## config.mk

```make
export PLATFORM = sky130hd
export DESIGN_NAME = multi_cycle_digit_adder
export DESIGN_NICKNAME = d
export VERILOG_FILES = /design/src/rtl/multi_cycle_digit_adder.sv
export SDC_FILE = /design/constraint.sdc
export NUM_CORES = 1
export LEC_CHECK = 0
export ABC_AREA = 1
export CELL_PAD_IN_SITES_DETAIL_PLACEMENT = 0
export CELL_PAD_IN_SITES_GLOBAL_PLACEMENT = 2
export CORE_MARGIN = 5
export CORE_UTILIZATION = 30
export DETAILED_ROUTE_END_ITERATION = 8
export GPL_ROUTABILITY_DRIVEN = 1
export GPL_TIMING_DRIVEN = 0
export PLACE_DENSITY_LB_ADDON = 0.1
export SLEW_MARGIN = 5
export SYNTH_ARGS = -nofsm -noshare
export SYNTH_HDL_FRONTEND = slang
export SYNTH_SLANG_ARGS = --single-unit
```

## constraint.sdc

```tcl
create_clock -name clk -period 5.6 [get_ports clk]
set_clock_uncertainty 0.15 [all_clocks]
set_input_delay 1.12 -clock clk [delete_from_list [all_inputs] [get_ports clk]]
set_output_delay 1.12 -clock clk [all_outputs]
set_load 0.01 [all_outputs]
```

## src/rtl/multi_cycle_digit_adder.sv

```systemverilog
// Sequential adder/subtractor: WIDTH-bit operands, DIGIT bits per clock.
// Optional macro DIGIT_ADDER_SAT_EN: saturate the sum on signed overflow.
module multi_cycle_digit_adder #(
    parameter int WIDTH = 16,
    parameter int DIGIT = 4
) (
    input  logic             clk,
    input  logic             rst_n,
    input  logic             in_valid,
    output logic             in_ready,
    input  logic [WIDTH-1:0] a,
    input  logic [WIDTH-1:0] b,
    input  logic             cin,
    input  logic             sub,
    output logic             out_valid,
    input  logic             out_ready,
    output logic [WIDTH-1:0] sum,
    output logic             cout,
    output logic             ovf,
    output logic             busy
);

    localparam int N  = WIDTH / DIGIT;
    localparam int CW = (N > 1) ? $clog2(N) : 1;

    typedef enum logic [1:0] {
        IDLE,
        RUN,
        DONE
    } state_t;

    state_t           state_q;
    state_t           state_d;
    logic [WIDTH-1:0] a_q;
    logic [WIDTH-1:0] b_q;
    logic [WIDTH-1:0] sum_q;
    logic [WIDTH-1:0] sum_d;
    logic             carry_q;
    logic [CW-1:0]    cnt_q;
    logic             cout_q;
    logic             ovf_q;
    logic [DIGIT-1:0] a_dig;
    logic [DIGIT-1:0] b_dig;
    logic [DIGIT:0]   dsum;
    logic             last;
    logic             c_msb;
    logic             ovf_d;
    int               idx;

    // State register
    always_ff @(posedge clk) begin
        if (!rst_n) begin
            state_q <= IDLE;
        end else begin
            state_q <= state_d;
        end
    end

    // Next-state logic and handshake outputs
    always_comb begin
        state_d   = state_q;
        in_ready  = 1'b0;
        out_valid = 1'b0;
        unique case (state_q)
            IDLE: begin
                in_ready = 1'b1;
                if (in_valid) state_d = RUN;
            end
            RUN: begin
                if (last) state_d = DONE;
            end
            DONE: begin
                out_valid = 1'b1;
                if (out_ready) state_d = IDLE;
            end
            default: state_d = IDLE;
        endcase
        busy = !in_ready;
    end

    // One ripple slice over the current digit, plus merged sum word
    always_comb begin
        idx   = int'(cnt_q) * DIGIT;
        a_dig = a_q[idx +: DIGIT];
        b_dig = b_q[idx +: DIGIT];
        dsum  = {1'b0, a_dig} + {1'b0, b_dig}
              + {{DIGIT{1'b0}}, carry_q};
        last  = (cnt_q == CW'(N - 1));
        // Carry into the MSB recovered from the MSB sum bit
        c_msb = a_dig[DIGIT-1] ^ b_dig[DIGIT-1]
              ^ dsum[DIGIT-1];
        ovf_d = c_msb ^ dsum[DIGIT];
        sum_d = sum_q;
        sum_d[idx +: DIGIT] = dsum[DIGIT-1:0];
`ifdef DIGIT_ADDER_SAT_EN
        // Both operands share a sign on overflow; b_q MSB picks the rail
        if (last && ovf_d) begin
            sum_d = b_q[WIDTH-1] ? {1'b1, {(WIDTH-1){1'b0}}}
                                 : {1'b0, {(WIDTH-1){1'b1}}};
        end
`endif
    end

    // Operand latch, digit stepping and result registers
    always_ff @(posedge clk) begin
        if (!rst_n) begin
            a_q     <= '0;
            b_q     <= '0;
            sum_q   <= '0;
            carry_q <= 1'b0;
            cnt_q   <= '0;
            cout_q  <= 1'b0;
            ovf_q   <= 1'b0;
        end else if (state_q == IDLE && in_valid) begin
            a_q     <= a;
            b_q     <= sub ? ~b : b;
            carry_q <= sub ? 1'b1 : cin;
            cnt_q   <= '0;
        end else if (state_q == RUN) begin
            sum_q   <= sum_d;
            carry_q <= dsum[DIGIT];
            cnt_q   <= cnt_q + CW'(1);
            if (last) begin
                cout_q <= dsum[DIGIT];
                ovf_q  <= ovf_d;
            end
        end
    end

    assign sum  = sum_q;
    assign cout = cout_q;
    assign ovf  = ovf_q;

endmodule

```

Word level (Yosys, flattened, before mapping)
Cells that the tools add are included.

storage, ports and cells
  flip-flop bits (word level) = 55
  input bits = 38
  output and inout port bits = 21

operators by class
  add/sub/neg operators = 4
  equal/unequal tests = 6
  shift operators = 4
  mux-type cells = 11
  bitwise operators = 6
  reductions and logical operators = 8

operators with widths
  operator                                                                  number
  4-bit negator with 33-bit output                                          1
  4-bit by 33-bit variable shift with 16-bit output (first input constant)  1
  4-bit by 33-bit indexed part select with 16-bit output                    1
  16-bit by 5-bit indexed part select with 4-bit output                     2
  16-bit bitwise mux                                                        1
  16-bit 2-to-1 mux                                                         1
  16-bit NOT                                                                1
  2-bit 2-to-1 mux                                                          3
  2-bit != test (second input constant)                                     3
  2-bit one-hot mux with 3 select lines                                     1
  3-bit AND reduction                                                       2
  4-bit by 4-bit adder with 5-bit output                                    1
  5-bit by 1-bit adder with 5-bit output                                    1
  1-bit 2-to-1 mux                                                          5
  2-bit == test (second input constant)                                     2
  1-bit bitwise XOR                                                         3
  2-bit by 1-bit adder with 2-bit output (second input constant)            1
  2-bit by 1-bit == test with 1-bit output (second input constant)          1
  2-bit logical NOT                                                         1
  1-bit NOT                                                                 2
  2-bit AND reduction                                                       1
  2-bit nonzero test                                                        1
  2-bit OR reduction                                                        1
  1-bit logical AND                                                         1
  1-bit logical NOT                                                         1

Logic depth before layout (Yosys ltp)
Gate-level depths: netlist (run 1).

  word-level depth = 5
  depth in mapped cells = 12
  depth with buffers taken out = 11

Worst setup path before layout (run 1)
No wires, ideal clock.

  path kind = flip-flop to flip-flop
  from = reg cnt_q[0]
  to = reg carry_q
  setup time = 0.124 ns
  arrival time = 2.291 ns
  data required time = 5.326 ns
  setup slack = 3.036 ns
  cell stages (with the launch flop) = 13
  buffers on the path = 1
  period minus slack after synthesis = 2.564 ns
  path through = dfxtp_1 > inv_1 > clkbuf_1 > nor2_1 > o22ai_1 > fa_1 > fa_1 > nand2_1 > nand2_1 > a21oi_1 > nand2_1 > o21ai_0 > a21oi_1

between the ends
  cells in the longest elaborated chain, start to end = 5
  elaborated cells on any way between the ends = 6
  classes of those cells = add/sub: 2; shift: 2; mux: 2

RTL lines
  what                                                                      RTL line  text
  start, declared                                                           39        logic [CW-1:0] cnt_q;
  start signal, assigned                                                    122       cnt_q <= cnt_q + CW'(1);
  16-bit by 5-bit indexed part select with 4-bit output (on tied branches)  84, 85
  4-bit by 4-bit adder with 5-bit output (*)                                86        dsum = {1'b0, a_dig} + {1'b0, b_dig}
  5-bit by 1-bit adder with 5-bit output (*)                                87        + {{DIGIT{1'b0}}, carry_q};
  1-bit 2-to-1 mux (*)                                                      119       end else if (state_q == RUN) begin
  1-bit 2-to-1 mux (*)                                                      114       end else if (state_q == IDLE && in_valid) begin
  end signal, assigned                                                      117       carry_q <= sub ? 1'b1 : cin;
  end signal, assigned                                                      121       carry_q <= dsum[DIGIT];
  end, declared                                                             38        logic carry_q;

Mark *: on every way between the ends. The rest lies on a longest branch, timed or not. The select of a mux whose other input is x is not followed.
A chain may end at the register's enable or synchronous reset.

Worst setup path after layout (run 1)
  from = reg cnt_q[1]
  to = reg sum_q[14], in the netlist sum[14]

between the ends
  cells in the longest elaborated chain, start to end = 5
  elaborated cells on any way between the ends = 8
  classes of those cells = add/sub: 3; shift: 4; mux: 1

RTL lines
  what                                                                      RTL line  text
  16-bit by 5-bit indexed part select with 4-bit output (on tied branches)  84, 85
  4-bit by 4-bit adder with 5-bit output                                    86
  5-bit by 1-bit adder with 5-bit output                                    87
  4-bit by 33-bit indexed part select with 16-bit output                    94        sum_d[idx +: DIGIT] = dsum[DIGIT-1:0];
  16-bit bitwise mux (*)                                                    94
  end signal, assigned                                                      120       sum_q <= sum_d;
  end, declared                                                             36        logic [WIDTH-1:0] sum_q;

Mark *: on every way between the ends. The rest lies on a longest branch, timed or not.

==> results of run 1 <==
[flip-flops by register name (all words and copies together) (netlist names)]
| signal | cells |
|---|---|
| a_q | 16 |
| b_q | 16 |
| cnt_q | 2 |
| carry_q | 1 |
| ovf | 1 |
| sum | 16 |
| state_q | 2 |
| cout | 1 |
[per-stage QoR]
step | instance area (um2) | utilization | hold WS, ps
4_1_cts | 3400 | 0.395 | 321
5_1_grt | 3400 | 0.395 | 341
2_1_floorplan | 2610 | - | 298
3_5_place_dp | 3310 | 0.385 | 304
6_report | 3400 | 0.395 | 317
3_3_place_gp | 3310 | 0.385 | 302
[how the worst max path moves through the flow]
| stage | end | cells after the start | startpoint | slack [ps] |
|---|---|---|---|---|
| finish | sum[14]$_SDFFE_PN0P_ | 11 | cnt_q[1]$_SDFFE_PP0P_ | 2310 |
| global route | carry_q$_SDFFE_PN0P_ | 12 | cnt_q[1]$_SDFFE_PP0P_ | 2090 |
| CTS | sum[6]$_SDFFE_PN0P_ | 11 | cnt_q[1]$_SDFFE_PP0P_ | 2340 |
| detailed placement | sum[6]$_SDFFE_PN0P_ | 11 | cnt_q[1]$_SDFFE_PP0P_ | 2360 |
| global placement | carry_q$_SDFFE_PN0P_ | 12 | cnt_q[1]$_SDFFE_PP0P_ | 2370 |
| floorplan | carry_q$_SDFFE_PN0P_ | 12 | cnt_q[0]$_SDFFE_PP0P_ | 3040 |
[power by group]
group          internal (uW)  leakage (uW)  total (uW)  switching [uW]
registers                415      0.000451         429            14.1
logic                   79.0      0.000775         178            99.3
clock network           97.6     0.0000470         228             130
[metal layers]
metal	vias up	track usage	part of all wire
met2	43	0.240	0.48
met3	5	0.0275	0.039
met5	-	0	0
li1	1225	-	-
met4	0	0.0299	0.0072
met1	1076	0.183	0.48
[worst register-to-register path, cell delays in order, from the launching register on]
cell and delay, ps:
dfxtp_1 410, clkbuf_1 400, inv_1 340, o21ai_0 160, o22ai_1 140, fa_1 450, fa_1 420, xor2_1 340
nand2_1 90, nor2_1 170, a22oi_1 90, nor2_1 80
[layout by cell type, fill, tap and decap left out, types with 9 or more instances in the layout]
| master | n |
|---|---|
| nor2_1 | 63 |
| clkdlybuf4s50_1 | 56 |
| dfxtp_1 | 55 |
| o21ai_0 | 45 |
| nand2_1 | 39 |
| nand3_1 | 18 |
| a21oi_1 | 18 |
| xnor2_1 | 16 |
| inv_1 | 10 |
| ha_1 | 9 |
[final cells by class]
class	count	area, um2	share of cell area
Clock inverter	1	5.00	0.00147
Timing Repair Buffer	56	561	0.165
Multi-Input combinational cell	245	1360	0.399
Tap cell	108	135	0.0398
Buffer	19	101	0.0298
Inverter	14	55.1	0.0162
Sequential cell	55	1100	0.324
Clock buffer	6	82.6	0.0243
[kinds of logic (layout without fill, tap and decap cells)]
| kind of cell | count (synthesis) | after routing | synth area share |
|---|---|---|---|
| compound gates | 83 | 83 | 0.172 |
| flops | 55 | 55 | 0.421 |
| simple gates | 134 | 134 | 0.231 |
| fa+ha+maj | 11 | 11 | 0.0584 |
| buf+inv | 33 | 96 | 0.0599 |
| xor+xnor | 17 | 17 | 0.0570 |
==> run metrics, run 1 <==
post-synth top area cell=dfxtp_1; gr ovfl total=0; Data arrival, critical path=3390 ps; layout cells sized above 1=0.0758; post-CTS setup buffer count=0; I/O pin count=59; Max-cap violations=0; initial antenna violation count=0; CP max-delay cell=fa_1; sequential-to-total area share from yosys stat=0.421; fmax=0.304 GHz; number of global-route vias before repair=2354; Syn Nets=382; CTS tree=built; crit path cell chain=clkbuf_1 -> inv_1 -> o21ai_0 -> o22ai_1 -> fa_1 -> fa_1 -> xor2_1 -> nand2_1 -> nor2_1 -> a22oi_1 -> nor2_1; PD cells=246 mW/mm2; PostCTS Resize Cnt=0; crit-path max FO=11; Final period util=0.587; Core ar.=0.00859 mm2; CP top delay family=adder cells; final worst slack=2310 ps; CTS Buffer Depth=2; Worst Tran Pin Value=603 ps; cts bufs inserted=5; prevailing post-synth register cell=dfxtp_1; first-pass GRT wire length=11.6 mm; routed via count=2349; worst endpoint required time=5700 ps; largest net degree at the start of global routing=16; Detail Route Antenna Nets=0; htree depth=2; outcome=completed; dominant cells by area after synthesis=dfxtp_1 (42%), nor2_1 (9.1%), o21ai_0 (8.6%), nand2_1 (5.6%), xnor2_1 (5.4%); Finish-stage setup viols=0; cell count after placement=497; yosys warns=0; CP Launch Type=register; post-layout power=835 uW; Worst Setup End Kind=register; Routed wire per std cell=14.1 um; mean post-synth cell area=7.85 um2; Hold EP=sum[11]$_SDFFE_PN0P_; number of synthesized flops with an enable pin=0; top cell type's share of synthesized area=0.421; RSZ-0062 raised after global routing=no; WL final=7.12 mm; row count=34; Final Max Tran Viols=0; vias per cell=4.66; Total GRT Usage=0.140; peak supply drop=0.0834 mV; Slew Limit Headroom=0.598; clk root buf=clkbuf_8; Initial Util=0.304; CP Class=reg -> reg; worst hold start=sum[11]$_SDFFE_PN0P_; setup TNS=0 ps; Die Y=103 um; DRT Pass-1 Iters=4; number of nets in the layout=445; Final min period=3290 ps; number of hold violations in the final report=0; CP Buf/Inv Count=2; Die X=103 um; P&R area growth vs syn=30.0%; Hold Crit Depth=2; min-delay worst type=reg -> reg; leak pwr=0.00127 uW; Async SR Flop Fraction=0; number of fill cells in the layout=932; Iteration-0 DRC Markers=76; Port Buffers=56; library cells used by synthesis=32; Worst-Skew Late Latency=310 ps; Detailed Place HPWL=5.43 mm; antenna cells=0; Die ar.=0.0107 mm2; hold buffer count at cts=0; non-filler cells, final=504; mapped cell area=0.00261 mm2; R2R Setup Slk=2310 ps; clk slew on worst S/H paths=100 ps; most frequent cell after synthesis=nor2_1; post-place setup slack=2360 ps; synthesized instance count=333; CTS sink cnt=55; worst reg-to-reg path cell count=11; worst r2r src=cnt_q[1]$_SDFFE_PP0P_; RR Endpoint=sum[14]$_SDFFE_PN0P_; DRC viols=0; Post-synth top cells=nor2_1 (63), dfxtp_1 (55), o21ai_0 (45); largest stage delay on the critical path=450 ps; #FFs+latches synth=55; Final GP Congestion=0.749
Power figures use the tool's default switching activity.
==> run 2, diff against run 1 <==
- CORE_UTILIZATION: 30 -> 26
- clock period: 5.6 -> 3 ns (I/O delays scaled with it)
==> run metrics, run 2 (same netlist as run 1, synthesis figures left out) <==
number of hold violations in the final report=0; largest net degree at the start of global routing=17; Core Util, Final=0.359; crit-path max FO=10; Detailed Place HPWL=5.59 mm; Worst Setup End Kind=register; global routing's busiest layer=met2; number of global-route vias before repair=2399; area post-placement=0.00334 mm2; routed via count=2340; worst endpoint required time=3050 ps; CTS Buffer Depth=2; layout cells sized above 1=0.100; Data arrival, critical path=2840 ps; PD cells=476 mW/mm2; Die ar.=0.0122 mm2; CP Launch Type=register; leak pwr=0.00130 uW; most frequent cells in the layout=nor2_1 (63), clkdlybuf4s50_1 (56), dfxtp_1 (54); clk root buf=clkbuf_8; DRC viols=0; Core ar.=0.00977 mm2; Die Y=110 um; Final Max Tran Viols=0; Worst Hold Slack=318 ps; most common cell after layout, fill and taps aside=nor2_1; DRT Pass-1 Iters=4; Iteration-0 DRC Markers=58; Finish-stage setup viols=0; cts bufs inserted=5; Slew Limit Headroom=0.686; outcome=completed; antenna cells=0; gr ovfl total=0; Worst-Skew Late Latency=310 ps; met3 Usage GRT=0.0239; I/O pin count=59; fmax=0.359 GHz; Final GP Congestion=0.740; Detail Route Antenna Nets=0; min-delay worst type=reg -> reg; P&R area growth vs syn=34.1%; row count=36; Port Buffers=56; Worst Tran Pin Value=470 ps; vias per cell=4.40; number of fill cells in the layout=1097; CP max-delay cell=fa_1; CTS tree=built; number of nets in the layout=447; hold buffer count at cts=0; RSZ-0062 raised after global routing=no; Final period util=0.929; largest stage delay on the critical path=450 ps; Initial Util=0.267; first-pass GRT wire length=12.2 mm; Crit path top cell by count=nand2_1; CTS sink cnt=55; CP Class=reg -> reg; M2 GR Usage=0.216; final worst slack=214 ps; post-place setup slack=-281 ps; WL final=7.20 mm; htree depth=2; crit path cell chain=buf_4 -> clkinvlp_4 -> o21ai_0 -> o22ai_1 -> fa_1 -> fa_1 -> nand2_1 -> nand2_1 -> a21oi_4 -> nand2_1 -> o21ai_0 -> a21oi_1; Max-cap violations=0; clk slew on worst S/H paths=100 ps; Total GRT Usage=0.130; design area=0.00350 mm2; Routed wire per std cell=13.5 um; GR Util met1=0.175; peak supply drop=0.223 mV; Final min period=2790 ps; Die X=110 um; initial antenna violation count=0
==> run 2: power by group <==
group | switching, uW | internal, uW
sequential | 26.5 | 775
clock | 253 | 271
combinational | 189 | 152
total | 469 | 1200
==> run 2: critical path, delay by kind of cell (launching register included) <==
family          cells  cell delay (ps)
compound gates      5              630
fa+ha+maj           2              890
buf+inv             2              380
flops               1              400
simple gates        3              240
==> run 2: stage by stage <==
| step | cells | setup TNS (ps) | total power [uW] |
|---|---|---|---|
| 2_1_floorplan | 333 | 0 | 1020 |
| 3_3_place_gp | 522 | -1440 | 1160 |
| 3_5_place_dp | 522 | -1410 | 1160 |
| 4_1_cts | 533 | 0 | 1700 |
| 5_1_grt | 532 | 0 | 1780 |
| 6_report | 532 | 0 | 1670 |
==> run 2: area by class of cell <==
class | instances | area, um2 | area share
Buffer | 18 | 103 | 0.0293
Multi-Input combinational cell | 245 | 1370 | 0.392
Tap cell | 133 | 166 | 0.0475
Clock inverter | 2 | 35.0 | 0.0100
Sequential cell | 55 | 1100 | 0.315
Inverter | 14 | 58.8 | 0.0168
Clock buffer | 6 | 82.6 | 0.0236
Timing Repair Buffer | 59 | 583 | 0.166
==> run 2: routing by layer <==
layer / vias to the layer above / wire length [um]
met4: 0 / 77
met2: 33 / 3460
met3: 8 / 254
li1: 1230 / -
met1: 1069 / 3410
met5: - / 0
==> run 2: path summary, 6_finish.rpt <==
kind	from	end	slack, ps	cells after the start
worst min-delay path	sum[12]$_SDFFE_PN0P_	sum[12]$_SDFFE_PN0P_	320	2
worst max-delay path	cnt_q[1]$_SDFFE_PP0P_	carry_q$_SDFFE_PN0P_	210	12
worst max register to register	cnt_q[1]$_SDFFE_PP0P_	carry_q$_SDFFE_PN0P_	210	12
worst min register to register	sum[12]$_SDFFE_PN0P_	sum[12]$_SDFFE_PN0P_	320	2
==> run 2: what timing repair did <==
| action | CTS | global route |
|---|---|---|
| setup endpoints to repair | 9 | 6 |
| buffers inserted | 3 | 0 |
| resized for setup | 5 | 10 |
